File: src/rtl/booth_pkg.sv
// Shared types for the sequential radix-2 Booth multiplier.
// Holds the FSM state encoding and the counter sizing helper.
package booth_pkg;

    typedef enum logic [1:0] {
        IDLE = 2'd0,
        RUN  = 2'd1,
        DONE = 2'd2
    } state_t;

    // Counter must hold WIDTH+1 steps plus the terminal zero.
    function automatic int cnt_width(input int w);
        return $clog2(w + 2);
    endfunction

endpackage

File: src/rtl/booth_step.sv
// One radix-2 Booth iteration: conditional add/sub of M, then
// arithmetic right shift of {acc, Q, Q-1}.
module booth_step
    import booth_pkg::*;
#(
    parameter int WIDTH = 4
) (
    input  logic [WIDTH:0] acc,
    input  logic [WIDTH:0] q,
    input  logic           qm1,
    input  logic [WIDTH:0] m,
    output logic [WIDTH:0] acc_nx,
    output logic [WIDTH:0] q_nx,
    output logic           qm1_nx
);

    logic [WIDTH+1:0] acc_ext;
    logic [WIDTH+1:0] m_ext;
    logic [WIDTH+1:0] sum;

    // The sum carries one guard bit so the shifted value keeps its true sign.
    always_comb begin
        acc_ext = {acc[WIDTH], acc};
        m_ext   = {m[WIDTH], m};
        sum     = acc_ext;
        unique case ({q[0], qm1})
            2'b10:   sum = acc_ext - m_ext;
            2'b01:   sum = acc_ext + m_ext;
            default: sum = acc_ext;
        endcase
        acc_nx = sum[WIDTH+1:1];
        q_nx   = {sum[0], q[WIDTH:1]};
        qm1_nx = q[0];
    end

endmodule

File: src/rtl/booth_seq_mult.sv
// Sequential Booth multiplier: WIDTH+1 steps, signed or unsigned.
// Result is registered and held until the next accepted start.
module booth_seq_mult
    import booth_pkg::*;
#(
    parameter int WIDTH = 4
) (
    input  logic                 clk,
    input  logic                 rst,
    input  logic                 start,
    input  logic                 signed_mode,
    input  logic [WIDTH-1:0]     A,
    input  logic [WIDTH-1:0]     B,
    output logic                 busy,
    output logic                 done,
    output logic [2*WIDTH-1:0]   P
);

    localparam int CW = cnt_width(WIDTH);
    localparam int XW = WIDTH + 1;

    state_t          state;
    state_t          state_nx;
    logic            accept;
    logic [XW-1:0]   m;
    logic [XW-1:0]   acc;
    logic [XW-1:0]   q;
    logic            qm1;
    logic [CW-1:0]   cnt;
    logic [XW-1:0]   acc_nx;
    logic [XW-1:0]   q_nx;
    logic            qm1_nx;
    logic            step_en;
    logic            finish;

    function automatic logic [XW-1:0] ext(
        input logic [WIDTH-1:0] v,
        input logic             s
    );
        return {s & v[WIDTH-1], v};
    endfunction

    booth_step #(.WIDTH(WIDTH)) u_step (
        .acc    (acc),
        .q      (q),
        .qm1    (qm1),
        .m      (m),
        .acc_nx (acc_nx),
        .q_nx   (q_nx),
        .qm1_nx (qm1_nx)
    );

    // State register.
    always_ff @(posedge clk) begin
        if (rst) state <= IDLE;
        else     state <= state_nx;
    end

    // Next-state logic and operand-accept decode.
    always_comb begin
        state_nx = state;
        accept   = 1'b0;
        unique case (state)
            IDLE: begin
                if (start) begin
                    accept   = 1'b1;
                    state_nx = RUN;
                end
            end
            RUN: begin
                if (cnt == '0) state_nx = DONE;
            end
            DONE: begin
                if (start) begin
                    accept   = 1'b1;
                    state_nx = RUN;
                end else begin
                    state_nx = IDLE;
                end
            end
            default: state_nx = IDLE;
        endcase
    end

    assign step_en = (state == RUN) && (cnt != '0);
    assign finish  = (state == RUN) && (cnt == '0);
    assign busy    = (state == RUN);
    assign done    = (state == DONE);

    // Datapath: capture, iterate, and latch the product on RUN->DONE.
    always_ff @(posedge clk) begin
        if (rst) begin
            m   <= '0;
            acc <= '0;
            q   <= '0;
            qm1 <= 1'b0;
            cnt <= '0;
            P   <= '0;
        end else if (accept) begin
            m   <= ext(A, signed_mode);
            q   <= ext(B, signed_mode);
            acc <= '0;
            qm1 <= 1'b0;
            cnt <= CW'(XW);
        end else if (step_en) begin
            acc <= acc_nx;
            q   <= q_nx;
            qm1 <= qm1_nx;
            cnt <= cnt - CW'(1);
        end else if (finish) begin
            P   <= {acc[WIDTH-2:0], q};
        end
    end

endmodule
File: config.mk
export PLATFORM = sky130hd
export DESIGN_NAME = booth_seq_mult
export DESIGN_NICKNAME = d
export VERILOG_FILES = /design/src/rtl/booth_pkg.sv /design/src/rtl/booth_step.sv /design/src/rtl/booth_seq_mult.sv
export SDC_FILE = /design/constraint.sdc
export NUM_CORES = 1
export LEC_CHECK = 0
export ABC_AREA = 1
export BUFFER_PORTS_ARGS = -buffer_cell sky130_fd_sc_hd__buf_2
export CORE_UTILIZATION = 35
export DETAILED_ROUTE_END_ITERATION = 8
export HOLD_SLACK_MARGIN = 0.05
export SLEW_MARGIN = 20
export SYNTH_ARGS = -nofsm -noshare
export SYNTH_HDL_FRONTEND = slang
export SYNTH_HIERARCHICAL = 1
export SYNTH_SLANG_ARGS = --single-unit
File: constraint.sdc
create_clock -name clk -period 2.9 [get_ports clk]
set_input_delay 0.435 -clock clk [delete_from_list [all_inputs] [get_ports clk]]
set_output_delay 0.435 -clock clk [all_outputs]
set_load 0.05 [all_outputs]
[After elaboration in Yosys (flattened, before gate mapping)]
Index checks and enable logic that the tools add are counted.
W data, S select, Z words.
Operators by class
  bitwise operators: 4
  reduce and logical (&&, ||, !) cells: 12
  mux-type cells: 11
  multiply operators: 0
  shift operators: 0
  divide/modulo/power cells: 0
  equality and inequality tests: 6
  magnitude comparators: 0
  add/sub/neg operators: 3
Operator list (count)
  $pmux W6 S2: 1
  $mux W5: 2
  $add A5 B5 Y6: 1
  $mux W3: 2
  $pmux W2 S3: 1
  $sub A5 B5 Y6: 1
  $eq A2 B1 Y1 const B: 2
  $eq A2 B2 Y1 const B: 2
  $mux W2: 2
  $reduce_and A2 Y1: 2
  $reduce_bool A2 Y1: 2
  $reduce_or A2 Y1: 2
  $logic_not A3 Y1: 1
  $mux W1: 3
  $reduce_and A3 Y1: 1
  $reduce_bool A3 Y1: 1
  $sub A3 B1 Y3 const B: 1
  $and A1 B1 Y1: 2
  $logic_and A1 B1 Y1: 2
  $logic_not A2 Y1: 1
  $ne A2 B1 Y1 const B: 1
  $ne A2 B2 Y1 const B: 1
  $not A1 Y1: 2
Storage, ports and cells
  RAM bits: 0
  input port bits: 12
  flip-flop bits (word level): 29
  output and inout port bits: 10
  memories: 0
  ROM bits: 0
  bits in latches: 0
  logic and storage cells: 45

[Logic depth before layout (Yosys ltp)]
  depth in word-level cells: 5
  gate-level depth with buffers: 17
  mapped depth without buffers: 17

[Cells and area by module]
Netlist, hierarchy kept.
By module, submodules not included
  booth_seq_mult: seq. area each 580.6 µm², area each 1197.4 µm², cells each 162, times used 1
  booth_step: seq. area each 0.0 µm², area each 481.7 µm², cells each 81, times used 1

[Worst setup path before layout]
No wires, ideal clock.
  kind: reg-to-reg
  start: register q[0]
  end: register acc[4]
  setup time: 70 ps
  path buffers: 0
  setup slack: 882 ps
  arrival time: 1947 ps
  clock period less this slack: 2018 ps
  required time: 2830 ps
  stages on the path, launching flop included: 17
  path through: dfxtp_1 -> inv_1 -> ha_1 -> a21oi_1 -> xor2_1 -> ha_1 -> nand2_2 -> inv_1 -> nand2_2 -> nand2_1 -> nor2_1 -> nand2_2 -> nand3_2 -> nand2_1 -> nand2_1 -> nand2_1 -> a21oi_1
Between the ends
  elaborated cells between the ends (all ways): 5
  classes of those cells: 2 x eq/ne; 1 x mux; 2 x reduce/logical
RTL lines
  start: declaration: RTL line booth_seq_mult.sv:27  | logic [XW-1:0] q;
  start signal: assignment: RTL line booth_seq_mult.sv:101  | q <= ext(B, signed_mode);
  start signal: assignment: RTL line booth_seq_mult.sv:107  | q <= q_nx;
  $eq A2 B1 Y1 or $eq A2 B2 Y1 (tied branches): RTL line booth_step.sv:26  | unique case ({q[0], qm1})
  $pmux W6 S2 *: RTL line booth_step.sv:26
  via acc_nx[4]: RTL line booth_seq_mult.sv:30  | logic [XW-1:0] acc_nx;
  end signal: assignment: RTL line booth_seq_mult.sv:106  | acc <= acc_nx;
  end: declaration: RTL line booth_seq_mult.sv:26  | logic [XW-1:0] acc;
Mark *: on every way through the listed nets, which the timed path passes. The rest lies on a longest branch.
A chain may end at the register's enable or synchronous reset.

[Worst setup path in the final report]
Same ends and word-level chain as after synthesis.

==> results.md <==
- Synth area leader: dfxtp_1
- Final hold violation count: 0
- Vias per cell: 4.764
- I/O pins: 22
- Clock Sink Count: 29
- Netlist cell types: 30
- Area grow syn2layout: 12.82%
- Pwr Density: 587.6 nW/um2
- Top-count cell post-synth: nand2_1
- Global Route Usage Sum: approximately 16%
- Max VDD drop: 0.3787 mV
- Setup Skew: ~0.0045 ns
- Hold Path Class: in -> reg
- Worst slew pin tran: 0.4229 ns
- ANT nets after route: 0
- EDFF count, synth: 0
- Cell Count Post-Placement: between 300 and 400
- Number of remaining DRC errors: 0
- Die W: 71.27 um
- Setup WS post-layout: 0.6118 ns
- CTS buffer count: 5
- Warnings from Yosys: 6
- Register area share after synthesis: 34.58%
- Initial antenna violation count: 0
- Post-CTS Hold Fix Bufs: 0
- Final core occ: 42.34%
- Vias: roughly 1500
- Worst Setup SP: q[0]
- WL final: 3.399 mm
- Setup TNS: 0 ns
- Slowest CP cell: dfxtp_1
- Cell area after synthesis: 1679 um2
- DR pass1 iterations: 4
- Post-synth top cells: nand2_1 (59), nor2_1 (39), dfxtp_1 (29)
- Post-detail-place hpwl: 2.503 mm
- Full die area: 5079 um2
- Routed length per instance: 10.82 um
- Initial DRC count: 57
- Crit path top cell by count: nand2_1
- Fin area: 1894 um2
- Setup crit end kind: flip-flop
- Clock Latency Late Sink: 0.28 ns
- Crit-path max cell delay: 0.37 ns
- Clock-pin transition on the worst setup and hold timing paths: 0.06 ns
- Largest net degree at the start of global routing: 22
- Die Y: about 71 um
- Final Max Tran Viols: 0
- Slew margin rel.: 71.70%
- RSZ-0062 raised after global routing: no
- Synth top area share: between 30% and 40%
- Clock tree from TritonCTS: built
- Floorplan row count: 24
- Max Freq: between 400 and 500 MHz
- PortBufs: 21
- Clock root buffer: clkbuf_8
- Status: finished, final reports clean
- H-tree levels: 2
- Endpoints failing setup: 0
- Avg Cell Area, Syn: 6.910 um2
- FFs w/ async S/R, synth: 0%
- Main synth FF type: dfxtp_1
- Minimum clock period: approximately 2.3 ns
- Synth area leaders: dfxtp_1 (35%), nand2_1 (13%), nor2_1 (8.7%), ha_1 (7.5%), a21oi_1 (4.8%)
- Initial core utilization: 37.53%
- Placed cell area: between 1500 and 2000 um2
- Crit path cell chain: inv_1 -> ha_1 -> a31oi_1 -> xor2_1 -> ha_1 -> a21oi_1 -> nand2_1 -> nor2_1 -> nand2_2 -> nand3_2 -> nand2_1 -> nand2_1 -> nand2_1 -> a21oi_1
- DP Worst Slack: roughly 0.60 ns
- Share of cells above drive strength 1: 18.32%
- Post-CTS Setup Repair Bufs: 0
- Routability cong.: 0.8152
- Crit Path Max Fanout: 6
- CTS resizes: 0
- Hold path startpoint: A[2]
- Required time worst endpoint: approximately 3.1 ns
- Total Nets Final: between 200 and 300
- Clk buf depth: 2
- First-pass GRT wire length: 6.216 mm
- Startpoint types: flip-flop
- Lkg Pwr: 0.9139 nW
- Core area: 4474 um2
- Cells after Synth: 243
- Fin crit share: 78.90%
- Fin cells: about 310
- Yosys reg bits: 29
- Vias in the first global route: 1362
- Synth Net Count: 266
- Diodes inserted: 0
- R2r startpoint: q[0]
- Crit path DAT: 2.50 ns
- Total global routing overflow: 0
- CP Class: reg -> reg
- Max-cap viol count: 0
==> path summary, 6_finish.rpt <==
kind	endpoint	slack [ns]	depth (start not counted)
max	acc[4]	0.61	14
max reg2reg	acc[4]	0.61	14
min reg2reg	cnt[1]	0.47	2
min	m[2]	0.40	3
==> state kept, by name, indices dropped and copies added, names as in the netlist <==
| register | count |
|---|---|
| P | 8 |
| acc | 5 |
| m | 5 |
| q | 5 |
| cnt | 3 |
| state | 2 |
| qm1 | 1 |
==> critical path: cells and delay by family, from the launching register on <==
kind	cells	cell delay (ns)
AO/OA/AOI/OAI	3	0.52
XOR/XNOR	1	0.21
adder cells (fa/ha/maj)	2	0.58
buffers and inverters	1	0.06
flip-flops	1	0.37
AND/OR/NAND/NOR	7	0.49
==> layout by cell type (no fill, tap or decap), types with 6 or more instances in the layout <==
cell,count
nor2_1,39
a21oi_1,16
ha_1,10
nand2_2,9
nand3_1,11
clkbuf_8,6
inv_1,18
o21ai_0,16
dfxtp_1,29
nand2_1,59
buf_2,21
==> layer usage <==
| layer | global-route usage (%) | vias to the layer above | wire, um |
|---|---|---|---|
| li1 | - | 802 | - |
| met1 | 20.44 | 670 | 1693 |
| met2 | 24.87 | 18 | 1549 |
| met3 | 3.797 | 6 | 97 |
| met4 | 6.000 | 0 | 59 |
| met5 | 0 | - | 0 |
==> final cells by class <==
type | instances | area (um2)
Fill cell | 463 | 2580
Multi-Input combinational cell | 181 | 940.9
Sequential cell | 29 | 580.6
Timing Repair Buffer | 21 | 105.1
Clock buffer | 7 | 86.33
Inverter | 23 | 86.33
Tap cell | 52 | 65.06
Clock inverter | 1 | 30.03
==> where the power goes <==
part / total, W / switching [W] / internal, W
clock network: 0.000435 / 0.000155 / 0.000280
logic: 0.000238 / 0.000164 / 0.0000739
registers: 0.000440 / 0.0000162 / 0.000424
total: 0.00111 / 0.000336 / 0.000778
==> per-stage QoR <==
| stage | total power, W | hold slack (ns) |
|---|---|---|
| finish | 0.001113 | 0.3979 |
| global route | 0.001179 | 0.4206 |
| CTS | 0.001125 | 0.3944 |
| detailed placement | 0.0006878 | 0.4595 |
| global placement | 0.0006864 | 0.4549 |
| floorplan | 0.0006470 | 0.4436 |
==> logic make-up (layout without fill, tap and decap cells) <==
logic type                 Yosys count  count (layout)  share of synthesized area, %
buffers and inverters               33              52                         9.388
adders and majority gates           11              11                         8.644
xor gates and xnor gates             2               2                         1.043
and+or+nand+nor                    129             129                         34.20
AOI/OAI and AO/OA                   39              39                         12.15
DFF                                 29              29                         34.58
Power figures use the tool's default switching activity.
